===== src/rtl/mem_wb_stage.sv =====
// -----------------------------------------------------------------------------
// mem_wb_stage
//
// Memory-access / writeback end of the pipeline. Takes the EXE-stage result,
// performs loads and stores against an internal word memory and registers the
// MEM/WB result that drives the register-file write port.
//
// A load takes two cycles. In the issue cycle mem_stall holds the upstream
// pipeline, the read address is registered and a bubble is written back. In
// the following cycle (LOAD) the read data is captured. Stores complete in the
// same edge as the MEM/WB capture and never write back.
//
// Optional feature macro: MEM_MISALIGN_TRAP_EN
//   defined   : loads/stores with ALU_Res_IN[1:0] != 0 are suppressed (store
//               dropped, load becomes a non-stalling bubble) and the sticky
//               misalign_err flag is set until rst.
//   undefined : the low two address bits are ignored; misalign_err is 0.
//
// Ports
//   clk, rst       clock, asynchronous active-high reset
//   WB_EN_IN       instruction writes a register
//   MEM_R_EN_IN    load
//   MEM_W_EN_IN    store (wins when both enables are set)
//   ALU_Res_IN     ALU result / byte address
//   Val_Rm_IN      store data
//   Dest_IN        destination register
//   writeBackEn    registered register-file write enable
//   Dest_wb        registered destination register
//   Result_WB      registered writeback data
//   mem_stall      combinational upstream hold (Mealy: state + MEM_R_EN_IN)
//   misalign_err   sticky misaligned-access flag
//   o_dbg_state    current FSM state (0 = IDLE, 1 = LOAD)
// -----------------------------------------------------------------------------
module mem_wb_stage #(
    parameter int MEM_WORDS = 64,
    parameter int ADDR_BASE = 1024
) (
    input  logic        clk,
    input  logic        rst,
    input  logic        WB_EN_IN,
    input  logic        MEM_R_EN_IN,
    input  logic        MEM_W_EN_IN,
    input  logic [31:0] ALU_Res_IN,
    input  logic [31:0] Val_Rm_IN,
    input  logic [3:0]  Dest_IN,
    output logic        writeBackEn,
    output logic [3:0]  Dest_wb,
    output logic [31:0] Result_WB,
    output logic        mem_stall,
    output logic        misalign_err,
    output logic        o_dbg_state
);

    localparam int AW = $clog2(MEM_WORDS);

    localparam logic ST_IDLE = 1'b0;
    localparam logic ST_LOAD = 1'b1;

    logic          r_state;
    logic [AW-1:0] r_raddr;
    logic          r_wb_en;
    logic [3:0]    r_dest;
    logic [31:0]   r_result;
    logic [31:0]   r_mem [MEM_WORDS];

    logic [31:0]   w_offset;
    logic [AW-1:0] w_idx;
    logic          w_misalign;
    logic          w_load_req;
    logic          w_load_issue;
    logic          w_store_do;

    // Word index wraps modulo MEM_WORDS by truncation of the shifted offset.
    assign w_offset = ALU_Res_IN - 32'(ADDR_BASE);
    assign w_idx    = AW'(w_offset >> 2);

`ifdef MEM_MISALIGN_TRAP_EN
    assign w_misalign = (MEM_R_EN_IN | MEM_W_EN_IN) & (ALU_Res_IN[1:0] != 2'b00);
`else
    assign w_misalign = 1'b0;
`endif

    // A simultaneous store enable turns a load into a plain store.
    assign w_load_req   = MEM_R_EN_IN & ~MEM_W_EN_IN;
    assign w_load_issue = (r_state == ST_IDLE) & w_load_req & ~w_misalign;
    assign w_store_do   = (r_state == ST_IDLE) & MEM_W_EN_IN & ~w_misalign;

    // In LOAD the upstream inputs still present the load, so no stall there;
    // that is what keeps the load from being re-issued.
    assign mem_stall = w_load_issue & ~rst;

    always_ff @(posedge clk or posedge rst) begin
        if (rst) begin
            r_state  <= ST_IDLE;
            r_raddr  <= '0;
            r_wb_en  <= 1'b0;
            r_dest   <= 4'd0;
            r_result <= 32'd0;
        end else if (r_state == ST_LOAD) begin
            r_wb_en  <= WB_EN_IN;
            r_dest   <= Dest_IN;
            r_result <= r_mem[r_raddr];
            r_state  <= ST_IDLE;
        end else begin
            // Loads (issued or trapped) and stores both write back a bubble.
            r_wb_en  <= WB_EN_IN & ~MEM_W_EN_IN & ~w_load_req;
            r_dest   <= Dest_IN;
            r_result <= ALU_Res_IN;
            if (w_load_issue) begin
                r_raddr <= w_idx;
                r_state <= ST_LOAD;
            end
        end
    end

    // Memory contents survive reset; only the write itself is blocked in rst.
    always_ff @(posedge clk) begin
        if (!rst && w_store_do) begin
            r_mem[w_idx] <= Val_Rm_IN;
        end
    end

`ifdef MEM_MISALIGN_TRAP_EN
    logic r_misalign_err;

    always_ff @(posedge clk or posedge rst) begin
        if (rst) begin
            r_misalign_err <= 1'b0;
        end else if ((r_state == ST_IDLE) && w_misalign) begin
            r_misalign_err <= 1'b1;
        end
    end

    assign misalign_err = r_misalign_err;
`else
    assign misalign_err = 1'b0;
`endif

    assign writeBackEn = r_wb_en;
    assign Dest_wb     = r_dest;
    assign Result_WB   = r_result;
    assign o_dbg_state = r_state;

endmodule


===== config.mk =====
export PLATFORM = sky130hd
export DESIGN_NAME = mem_wb_stage
export DESIGN_NICKNAME = d
export VERILOG_FILES = /design/src/rtl/mem_wb_stage.sv
export SDC_FILE = /design/constraint.sdc
export NUM_CORES = 2
export LEC_CHECK = 0
export CAP_MARGIN = 10
export CORE_MARGIN = 2
export CORE_UTILIZATION = 57
export DETAILED_ROUTE_END_ITERATION = 10
export DONT_BUFFER_PORTS = 1
export PLACE_DENSITY = 0.75
export SLEW_MARGIN = 20
export SYNTH_ARGS = -nofsm -noshare
export SYNTH_HDL_FRONTEND = slang
export SYNTH_SLANG_ARGS = --single-unit

===== constraint.sdc =====
create_clock -name clk -period 2.8 [get_ports clk]
set_input_delay 0.56 -clock clk [delete_from_list [all_inputs] [get_ports clk]]
set_output_delay 0.56 -clock clk [all_outputs]
set_load 0.01 [all_outputs]

==> impl_results.md <==
- Result of the run: complete, but fails checks
- Violated checks: setup timing
- Clock buffer count from CTS: 196
- Post-synthesis net count: 3905
- Final max-slew violation count: 0
- Least-Margin Pin Slew: 1.22 ns
- Post-Layout Cell Count: 6248
- Area leader, netlist: sky130_fd_sc_hd__edfxtp_1
- Layout area overhead: 17.7%
- TritonCTS clock tree: yes
- Final hold viol count: 0
- Post-layout net count: between 4000 and 5000
- First-pass GRT wire length: 305000 um
- YS warnings: 0
- Dominant cell by count in the synthesized netlist: sky130_fd_sc_hd__edfxtp_1
- Cell count after synthesis: 3832
- Chip Height: between 300 and 400 um
- Nature of the critical path startpoint: flop
- Sequential-to-total area share from yosys stat: 0.776
- Total Neg Setup Slack: -0.0864 ns
- Floorplan row count: 138
- Yosys cell types: 41
- Setup repair after global routing missed its margin: true
- Die width: 380 um
- Post-route fraction of the period consumed by the critical path: 1.01
- Data required time of the critical path: 3.45 ns
- Synth top area share: 0.763
- Number of enable-type register cells in the synthesized netlist: 2048
- Final critical delay including setup and external delays: 2.83 ns
- Setup slack of the critical path after layout: -0.0284 ns
- CTS sink count: ~2100
- Classification of the worst setup path: flop to flop
- Post-Syn Area per Cell: 21.0 um^2
- Clock insertion delay at the later pin of the skew report: 0.83 ns
- DPL Wire Length: 119000 um
- Vias in the first global route: 40600
- Port Buffer Count: 0
- Number of top-level pins: approximately 110
- Routability cong.: 0.886
- P_leak: roughly 31 nW
- Wire length per cell: 35.2 um
- Top cells by area in the synthesized netlist: sky130_fd_sc_hd__edfxtp_1, sky130_fd_sc_hd__mux4_2, sky130_fd_sc_hd__mux2i_1
- Gr ovfl total: 0
- Max-Cap Viols: 0
- Upper clock frequency limit: 354 MHz
- Total global-route track usage: 0.300
- Post-synthesis async set-or-reset flop share: 0.0210
- Most common library cells after synthesis: sky130_fd_sc_hd__edfxtp_1, sky130_fd_sc_hd__mux4_2, sky130_fd_sc_hd__mux2i_1, sky130_fd_sc_hd__nor2_1, sky130_fd_sc_hd__mux2_2
- Count of vias placed by the detailed router: 42000
- Clock transition at the registers of the reported paths: 0.07 ns
- Antenna violations before repair: 13
- Number of cells on the worst hold path: 2
- Placed cell count: 5801
- Per-cell via count in the routed design: 6.72
- Crit end category: flop
- Clock root buffer master: sky130_fd_sc_hd__clkbuf_16
- VDD IR-drop max: 0.628 mV
- Aggregate routed wire length: 220000 um
- Slew Limit Headroom: 0.183
- CTS H-tree depth: 4
- Maximum fanout encountered on the critical timing path: 8
- Detail Route Antenna Nets: 0
- Power per unit of standard cell area: 759 nW/um^2
- Arrival time of data at the critical path endpoint: around 3.5 ns
- Starting utilization of the core area: 0.572
- Core Region: 141000 um^2
- First-pass iteration count of the detailed router: 5
- Count of routing violations after the opening detailed-route iteration: 6536
- Fraction of layout cells with a size suffix above 1: 0.305
- Post-synthesis sequential element count: approximately 2100
- Total DRC errors in the routed layout: 0
- Path type of the worst min-delay path: primary input to flop
- Total standard cell area after synthesis: roughly 81000 um^2
- Hold_ws: 0.0886 ns
- Top_reg_cell synth: sky130_fd_sc_hd__edfxtp_1
- Maximum root-to-sink buffer count: 3
- Finish-stage setup viols: 7
- Die area: roughly 140000 um^2
- Clock skew after layout: approximately 0.029 ns
- Pin count of the biggest net entering global routing: 131
- Logic depth of the worst register-to-register path: 9
## power by group
part,total (mW),switching [mW],internal (mW)
sequential,35.0,0.437,34.5
clock,26.5,11.4,15.1
combinational,10.5,5.87,4.64
## worst paths after layout
kind | from | end | slack [ns]
setup / recovery | r_raddr[2]$_DFFE_PP0P_ | Result_WB[22]$_DFF_PP0_ | -0.03
hold / removal | MEM_R_EN_IN | writeBackEn$_DFF_PP0_ | 0.09
setup reg to reg | r_raddr[2]$_DFFE_PP0P_ | Result_WB[22]$_DFF_PP0_ | -0.03
hold reg to reg | r_raddr[3]$_DFFE_PP0P_ | r_raddr[3]$_DFFE_PP0P_ | 0.60
max in group asynchronous | rst | o_dbg_state$_DFF_PP0_ | 1.47
min in group asynchronous | rst | Result_WB[21]$_DFF_PP0_ | 0.65
## state kept, by name, summed over array words and instances (netlist names)
signal	count
r_raddr	6
Result_WB	32
r_mem	2048
Dest_wb	4
o_dbg_state	1
writeBackEn	1
## kinds of logic after synthesis
kind of cell | Yosys count | synth area share
flip-flops | 2092 | 0.776
other | 1 | 0.0000465
AO/OA/AOI/OAI | 352 | 0.0326
AND/OR/NAND/NOR | 389 | 0.0232
buffers and inverters | 222 | 0.0132
multiplexers | 776 | 0.155
## metal layers
layer | track usage | vias up | wire length, um
met2 | 0.449 | 3138 | 103000
met3 | 0.0918 | 401 | 28900
li1 | - | 16700 | -
met1 | 0.413 | 21800 | 78100
met5 | 0 | - | 63
met4 | 0.134 | 10 | 9980
## per-stage QoR
| stage | worst slack, ns | area [um^2] | total power, mW | utilization |
|---|---|---|---|---|
| floorplan | -0.276 | 81000 | 40.7 | - |
| global placement | -0.584 | 86100 | 44.3 | 0.611 |
| detailed placement | -0.580 | 86100 | 44.4 | 0.611 |
| CTS | 0.000988 | 94000 | 71.5 | 0.667 |
| global route | -0.0570 | 94900 | 73.7 | 0.673 |
| finish | -0.0284 | 94900 | 72.0 | 0.673 |
## critical path: stages, from the launching register on
cell and delay, ns:
sky130_fd_sc_hd__dfrtp_4 0.50, sky130_fd_sc_hd__buf_12 0.16, sky130_fd_sc_hd__buf_12 0.13, sky130_fd_sc_hd__buf_16 0.14
sky130_fd_sc_hd__mux2_4 0.31, sky130_fd_sc_hd__a2111oi_4 0.35, sky130_fd_sc_hd__o211ai_1 0.41, sky130_fd_sc_hd__o32ai_2 0.37
sky130_fd_sc_hd__buf_4 0.16, sky130_fd_sc_hd__o221ai_1 0.11
## cell type report
type / count / area (um^2)
sequential: 2092 / 62600
clock inverter: 107 / 1120
multi-input combinational: 1518 / 18200
antenna: 5 / 12.5
inverter: 2 / 11.3
fill: 8449 / 46000
timing repair buffer: 384 / 5360
clock buffer: 250 / 5250
tap: 1890 / 2360
## cells in the final DEF (no fill, tap or decap), drive strengths merged, types with 3 or more instances in the layout
cell type / netlist / layout
a2111oi: 32 / 32
a211oi: 62 / 62
a21oi: 96 / 96
buf: 144 / 359
bufinv: 0 / 20
clkbuf: 76 / 260
clkinv: 0 / 75
clkinvlp: 0 / 6
dfrtp: 44 / 44
diode: 0 / 5
dlygate4sd3: 0 / 13
edfxtp: 2048 / 2048
inv: 2 / 8
mux2: 134 / 134
mux2i: 289 / 289
mux4: 353 / 353
nand2: 10 / 10
nand2b: 3 / 3
nand3: 4 / 4
nand3b: 4 / 4
nand4b: 3 / 3
nor2: 226 / 226
nor2b: 96 / 96
nor4: 31 / 31
o211ai: 32 / 32
o221ai: 32 / 32
o22ai: 66 / 66
o32ai: 31 / 31
## timing repair
action | in CTS | in global routing
hold buffers | 45 | 0
cloned | 4 | 10
buffers inserted | 11 | 16
endpoints found under the hold margin | 2104 | 0
pin swaps | 21 | 35
gates resized for setup | 51 | 76
setup endpoints to repair | 29 | 28
(Power assumes the default switching activity.)
